### src/rtl/alt_sched_pkg.sv
`default_nettype none
// ============================================================================
// Module   : alt_sched_pkg
// Brief    : Shared types and constants for the alternating-bit scheduler:
//            per-channel context record, its reset value and a channel-index
//            width helper.
// Revision : 1.0 - initial release
// ============================================================================
package alt_sched_pkg;

    // Saved state of one channel's in-progress frame
    typedef struct packed {
        logic first;   // next bit is the first of a frame
        logic prev;    // previous bit of the current frame
        logic ok;      // every bit so far differed from its predecessor
    } ctx_t;

    localparam ctx_t CTX_RESET = '{first: 1'b1, prev: 1'b0, ok: 1'b1};

    // Width of an index able to address n channels (never below 1)
    function automatic int ch_width(input int n);
        return (n <= 2) ? 1 : $clog2(n);
    endfunction

    localparam int DEF_N_CH = 4;
    localparam int DEF_CH_W = ch_width(DEF_N_CH);

endpackage
`default_nettype wire

### src/rtl/alt_rr_arbiter.sv
`default_nettype none
// ============================================================================
// Module   : alt_rr_arbiter
// Brief    : Round-robin search: one-hot grant to the first eligible channel
//            at or after the pointer, wrapping, plus its encoded index.
// Revision : 1.0 - initial release
// ============================================================================
module alt_rr_arbiter
    import alt_sched_pkg::*;
#(
    parameter int N_CH = DEF_N_CH,
    parameter int CH_W = DEF_CH_W
) (
    input  logic [N_CH-1:0] eligible,
    input  logic [CH_W-1:0] ptr,
    output logic [N_CH-1:0] grant,
    output logic [CH_W-1:0] grant_idx,
    output logic            grant_any
);

    int              w_cand;
    logic [CH_W-1:0] w_cand_idx;

    // Walk channels starting at the pointer; the first eligible one wins
    always_comb begin
        grant      = '0;
        grant_idx  = '0;
        grant_any  = 1'b0;
        w_cand     = 0;
        w_cand_idx = '0;
        for (int off = 0; off < N_CH; off++) begin
            w_cand     = (int'(ptr) + off) % N_CH;
            w_cand_idx = w_cand[CH_W-1:0];
            if (!grant_any && eligible[w_cand_idx]) begin
                grant[w_cand_idx] = 1'b1;
                grant_idx         = w_cand_idx;
                grant_any         = 1'b1;
            end
        end
    end

endmodule
`default_nettype wire

### src/rtl/alt_seq_scheduler.sv
`default_nettype none
// ============================================================================
// Module   : alt_seq_scheduler
// Brief    : Time-shares one alternating-bit checker between N_CH serial
//            streams. Each cycle one channel's bit is granted round-robin,
//            its saved context is stepped, and a pass/fail result is emitted
//            one cycle after each frame's last bit.
//            Optional macro ALT_SCHED_ERRCNT_EN adds a saturating err_cnt
//            output counting failed frames.
// Revision : 1.0 - initial release
// ============================================================================
module alt_seq_scheduler
    import alt_sched_pkg::*;
#(
    parameter int N_CH  = 4,
    parameter int CH_W  = 2,
    parameter int ERR_W = 16
) (
    input  logic              clk,
    input  logic              rst_n,
    input  logic [N_CH-1:0]   req_valid,
    input  logic [N_CH-1:0]   req_bit,
    input  logic [N_CH-1:0]   req_last,
    output logic [N_CH-1:0]   req_ready,
    output logic              res_valid,
    output logic [CH_W-1:0]   res_ch,
    output logic              res_pass,
    input  logic              res_ready,
    output logic              busy
`ifdef ALT_SCHED_ERRCNT_EN
    ,
    output logic [ERR_W-1:0]  err_cnt
`endif
);

    ctx_t            r_ctx [N_CH];
    logic [CH_W-1:0] r_ptr;

    logic [N_CH-1:0] w_eligible;
    logic [N_CH-1:0] w_grant;
    logic [N_CH-1:0] w_active;
    logic [CH_W-1:0] w_idx;
    logic [CH_W-1:0] w_ptr_next;
    logic            w_any;
    logic            w_slot_free;
    logic            w_bit;
    logic            w_last;
    logic            w_close;
    ctx_t            w_cur;
    ctx_t            w_step;

    // A closing bit may only be granted when the result slot can take it
    assign w_slot_free = !res_valid || res_ready;
    assign w_eligible  = req_valid & (~req_last | {N_CH{w_slot_free}});

    alt_rr_arbiter #(
        .N_CH (N_CH),
        .CH_W (CH_W)
    ) u_arb (
        .eligible  (w_eligible),
        .ptr       (r_ptr),
        .grant     (w_grant),
        .grant_idx (w_idx),
        .grant_any (w_any)
    );

    assign req_ready  = rst_n ? w_grant : '0;
    assign w_bit      = req_bit[w_idx];
    assign w_last     = req_last[w_idx];
    assign w_cur      = r_ctx[w_idx];
    assign w_close    = w_any && w_last;
    assign w_ptr_next = (w_idx == CH_W'(N_CH - 1)) ? '0 : w_idx + 1'b1;

    // Shared step: first bit only records itself, later bits must differ
    always_comb begin
        w_step      = w_cur;
        w_step.prev = w_bit;
        if (w_cur.first) begin
            w_step.first = 1'b0;
        end else begin
            w_step.ok = w_cur.ok & (w_bit ^ w_cur.prev);
        end
    end

    // Write back the granted channel's context; a closed frame starts fresh
    always_ff @(posedge clk or negedge rst_n) begin
        if (!rst_n) begin
            for (int i = 0; i < N_CH; i++) begin
                r_ctx[i] <= CTX_RESET;
            end
        end else begin
            for (int i = 0; i < N_CH; i++) begin
                if (w_grant[i]) begin
                    r_ctx[i] <= w_last ? CTX_RESET : w_step;
                end
            end
        end
    end

    // Round-robin pointer moves past the winner, holds when idle
    always_ff @(posedge clk or negedge rst_n) begin
        if (!rst_n) begin
            r_ptr <= '0;
        end else if (w_any) begin
            r_ptr <= w_ptr_next;
        end
    end

    // Result slot: a close loads it, a handshake without a close empties it
    always_ff @(posedge clk or negedge rst_n) begin
        if (!rst_n) begin
            res_valid <= 1'b0;
            res_ch    <= '0;
            res_pass  <= 1'b0;
        end else if (w_close) begin
            res_valid <= 1'b1;
            res_ch    <= w_idx;
            res_pass  <= w_step.ok;
        end else if (res_ready) begin
            res_valid <= 1'b0;
        end
    end

    generate
        for (genvar i = 0; i < N_CH; i++) begin : g_busy
            assign w_active[i] = !r_ctx[i].first;
        end
    endgenerate

    assign busy = |w_active;

`ifdef ALT_SCHED_ERRCNT_EN
    // Count failed frames, sticking at all-ones
    always_ff @(posedge clk or negedge rst_n) begin
        if (!rst_n) begin
            err_cnt <= '0;
        end else if (w_close && !w_step.ok && (err_cnt != '1)) begin
            err_cnt <= err_cnt + 1'b1;
        end
    end
`endif

endmodule
`default_nettype wire

### config.mk
export PLATFORM = sky130hd
export DESIGN_NAME = alt_seq_scheduler
export DESIGN_NICKNAME = d
export VERILOG_FILES = /design/src/rtl/alt_sched_pkg.sv /design/src/rtl/alt_rr_arbiter.sv /design/src/rtl/alt_seq_scheduler.sv
export SDC_FILE = /design/constraint.sdc
export NUM_CORES = 1
export LEC_CHECK = 0
export BUFFER_PORTS_ARGS = -buffer_cell sky130_fd_sc_hd__buf_2
export CORE_MARGIN = 2
export CORE_UTILIZATION = 25
export CTS_CLUSTER_SIZE = 24
export DETAILED_ROUTE_END_ITERATION = 6
export HOLD_SLACK_MARGIN = 0.08
export PLACE_DENSITY = 0.51
export SLEW_MARGIN = 20
export SYNTH_ARGS = -nofsm -noshare
export SYNTH_HDL_FRONTEND = slang
export SYNTH_SLANG_ARGS = --single-unit
### constraint.sdc
create_clock -name clk -period 8.3 [get_ports clk]
set_input_delay 0.415 -clock clk [delete_from_list [all_inputs] [get_ports clk]]
set_output_delay 0.415 -clock clk [all_outputs]
set_load 0.01 [all_outputs]
==> out/metrics.yaml <==
gr-total-overflow: 0
synth_top_area_frac: 0.1485
status: "complete, no violations"
die-area_um2: 7414
synthArstFlopShare: 1.000
finalHoldViolations: 0
dp_slack_ns: 4.410
place_inst: 281
fmax_mhz: 242.4
cts_max_path_buffers: 2
dr_total_vias: 1522
r2r_cells: 10
rows: 29
cp-end-kind: "output pin"
max_slew.worst_pin.slew_ns: 0.8185
first_iter_violations: 113
relSlewSlack: 0.4544
reg2reg_setup_slack_ns: 4.39
grt_max_degree: 25
grt_antenna_before_repair: 0
yosysMostFrequentCell: "nand2_1"
finalNonFillerCells: 285
synth_area_leaders: "dfrtp_1, dfstp_2, ha_1, mux2i_1, nand2_1"
start_util: 0.2624
clock_latency_ns: 0.25
die_h_um: 86.11
yosysWarnings: 0
grt_setup_unrepaired: "no"
cts_made_buffers: 3
cts_tree: "built"
yosys.area.top_type: "dfrtp_1"
grt_usage: 0.1226
r2r_start: "r_ptr[0]"
avgViaCountPerCell: 5.340
syn_inst: 188
root_buffer: "clkbuf_8"
yosysSeqAreaShare: 0.2732
htreeDepth: 1
drc: 0
clock_sinks: 18
port_buffers: 23
path_class: "reg2out"
gp_congestion: 0.8457
setup_viol: 0
ys_seq_elements: 18
wl_per_cell_um: 15.50
grt_pass1_vias: 1517
drive_gt1_frac: 0.2548
area_growth_syn_to_layout_pct: 13.96
synth_area_per_cell_um2: 8.965
cap_violations: 0
timing.rr.end: "res_pass"
start_kind: "register"
die_w_um: 86.11
post_cts_buffers: 0
grt_pass1_wl_mm: 7.417
core-area_um2: 6422
syn_nets: 211
hpwl_mm: 3.427
num-fill-cells: 667
final.setup.tns_ns: 0
arrival_ns: 3.71
drt_wl_total_mm: 4.417
fin_crit_ns: 4.125
synthFlopType: "dfrtp_1"
cts.hold.buffers_added: 0
num_io_pins: 24
skew_ns: 0.005396
cp_max_fo: 24
diodes: 0
timing.final.ws_setup_ns: 4.175
synth.distinct_cells: 50
ant_nets: 0
slew_violations: 0
synth_commonest_cells: "nand2_1, inv_1, nand3_1"
dr.pass1.iters: 4
worstPathRequired_ns: 7.89
finalNetCount: 232
hp-class: "in2async"
syn-cell-area_um2: 1685
clk_pin_slew_ns: 0.07
cts_resized: 0
synth_edf_count: 0
period_share: 0.4970
## worst max path at each step
stage,startpoint,endpoint
after global routing,r_ptr[0],req_ready[3]
final,r_ptr[0],req_ready[3]
after global placement,r_ptr[0],res_pass
after floorplan,r_ptr[0],res_ch[0]
after CTS,r_ptr[0],req_ready[2]
after detailed placement,r_ptr[0],res_ch[0]
## stage by stage
step,utilization,area [um^2],hold slack (ns)
finish,0.2990,1921,0.09124
global route,0.2990,1921,0.1259
CTS,0.2990,1921,0.1053
detailed placement,0.2905,1866,0.3764
global placement,0.2905,1866,0.3861
floorplan,-,1685,0.1194
## metal layers
layer  track usage  part of all wire
met5             0                 0
met4       0.02597             0.013
met2        0.2121              0.49
met1        0.1642              0.46
met3       0.01347             0.033
## layout by cell type (no fill, tap or decap), types with 3 or more instances in the layout
cell,Yosys,routed
o21a_1,4,4
and3b_1,3,3
o22ai_1,5,5
a221o_1,4,4
clkbuf_8,0,4
xor2_1,4,4
o32ai_1,4,4
mux2i_1,7,7
o21ai_0,10,10
inv_1,15,15
dfrtp_1,10,10
nand2_1,18,18
dfstp_2,8,8
nand2b_1,8,8
buf_2,4,23
nor2_1,7,7
and2_1,4,4
a21oi_1,7,7
a31oi_1,5,5
nand3b_1,3,3
nand3_1,11,11
ha_1,8,8
## final cells by class
type	instances	area (um^2)	share of cell area
multi-input cells	148	1137	0.5922
flip-flops and latches	18	460.4	0.2397
inverters	15	56.30	0.02932
repair buffers	23	115.1	0.05993
clock buffers	4	55.05	0.02866
well taps	77	96.34	0.05016
## cells by family (layout without fill, tap and decap cells)
| logic type | after synthesis | in the layout | synth area share |
|---|---|---|---|
| mux | 11 | 11 | 0.07646 |
| buf+inv | 22 | 42 | 0.05196 |
| fa+ha+maj | 8 | 8 | 0.05939 |
| xor+xnor | 6 | 6 | 0.03118 |
| compound gates | 61 | 61 | 0.3007 |
| simple gates | 62 | 62 | 0.2071 |
| flops | 18 | 18 | 0.2732 |
## registers in the layout, summed over array words and instances (netlist names)
signal / flops
r_ctx: 12
r_ptr: 2
res_ch: 2
res_pass: 1
res_valid: 1
## critical path, cell delays in order, from the launching register on
cell and delay, ns:
dfrtp_1 0.87, inv_1 0.41, ha_1 0.53, nand2b_1 0.20, o221ai_1 0.20, o221ai_2 0.22, nor3b_4 0.40, a221o_1 0.32
and2_1 0.17, buf_2 0.13
Power is not shown: default switching activity piles up to over one toggle a cycle in this logic, so the estimate is an artifact.
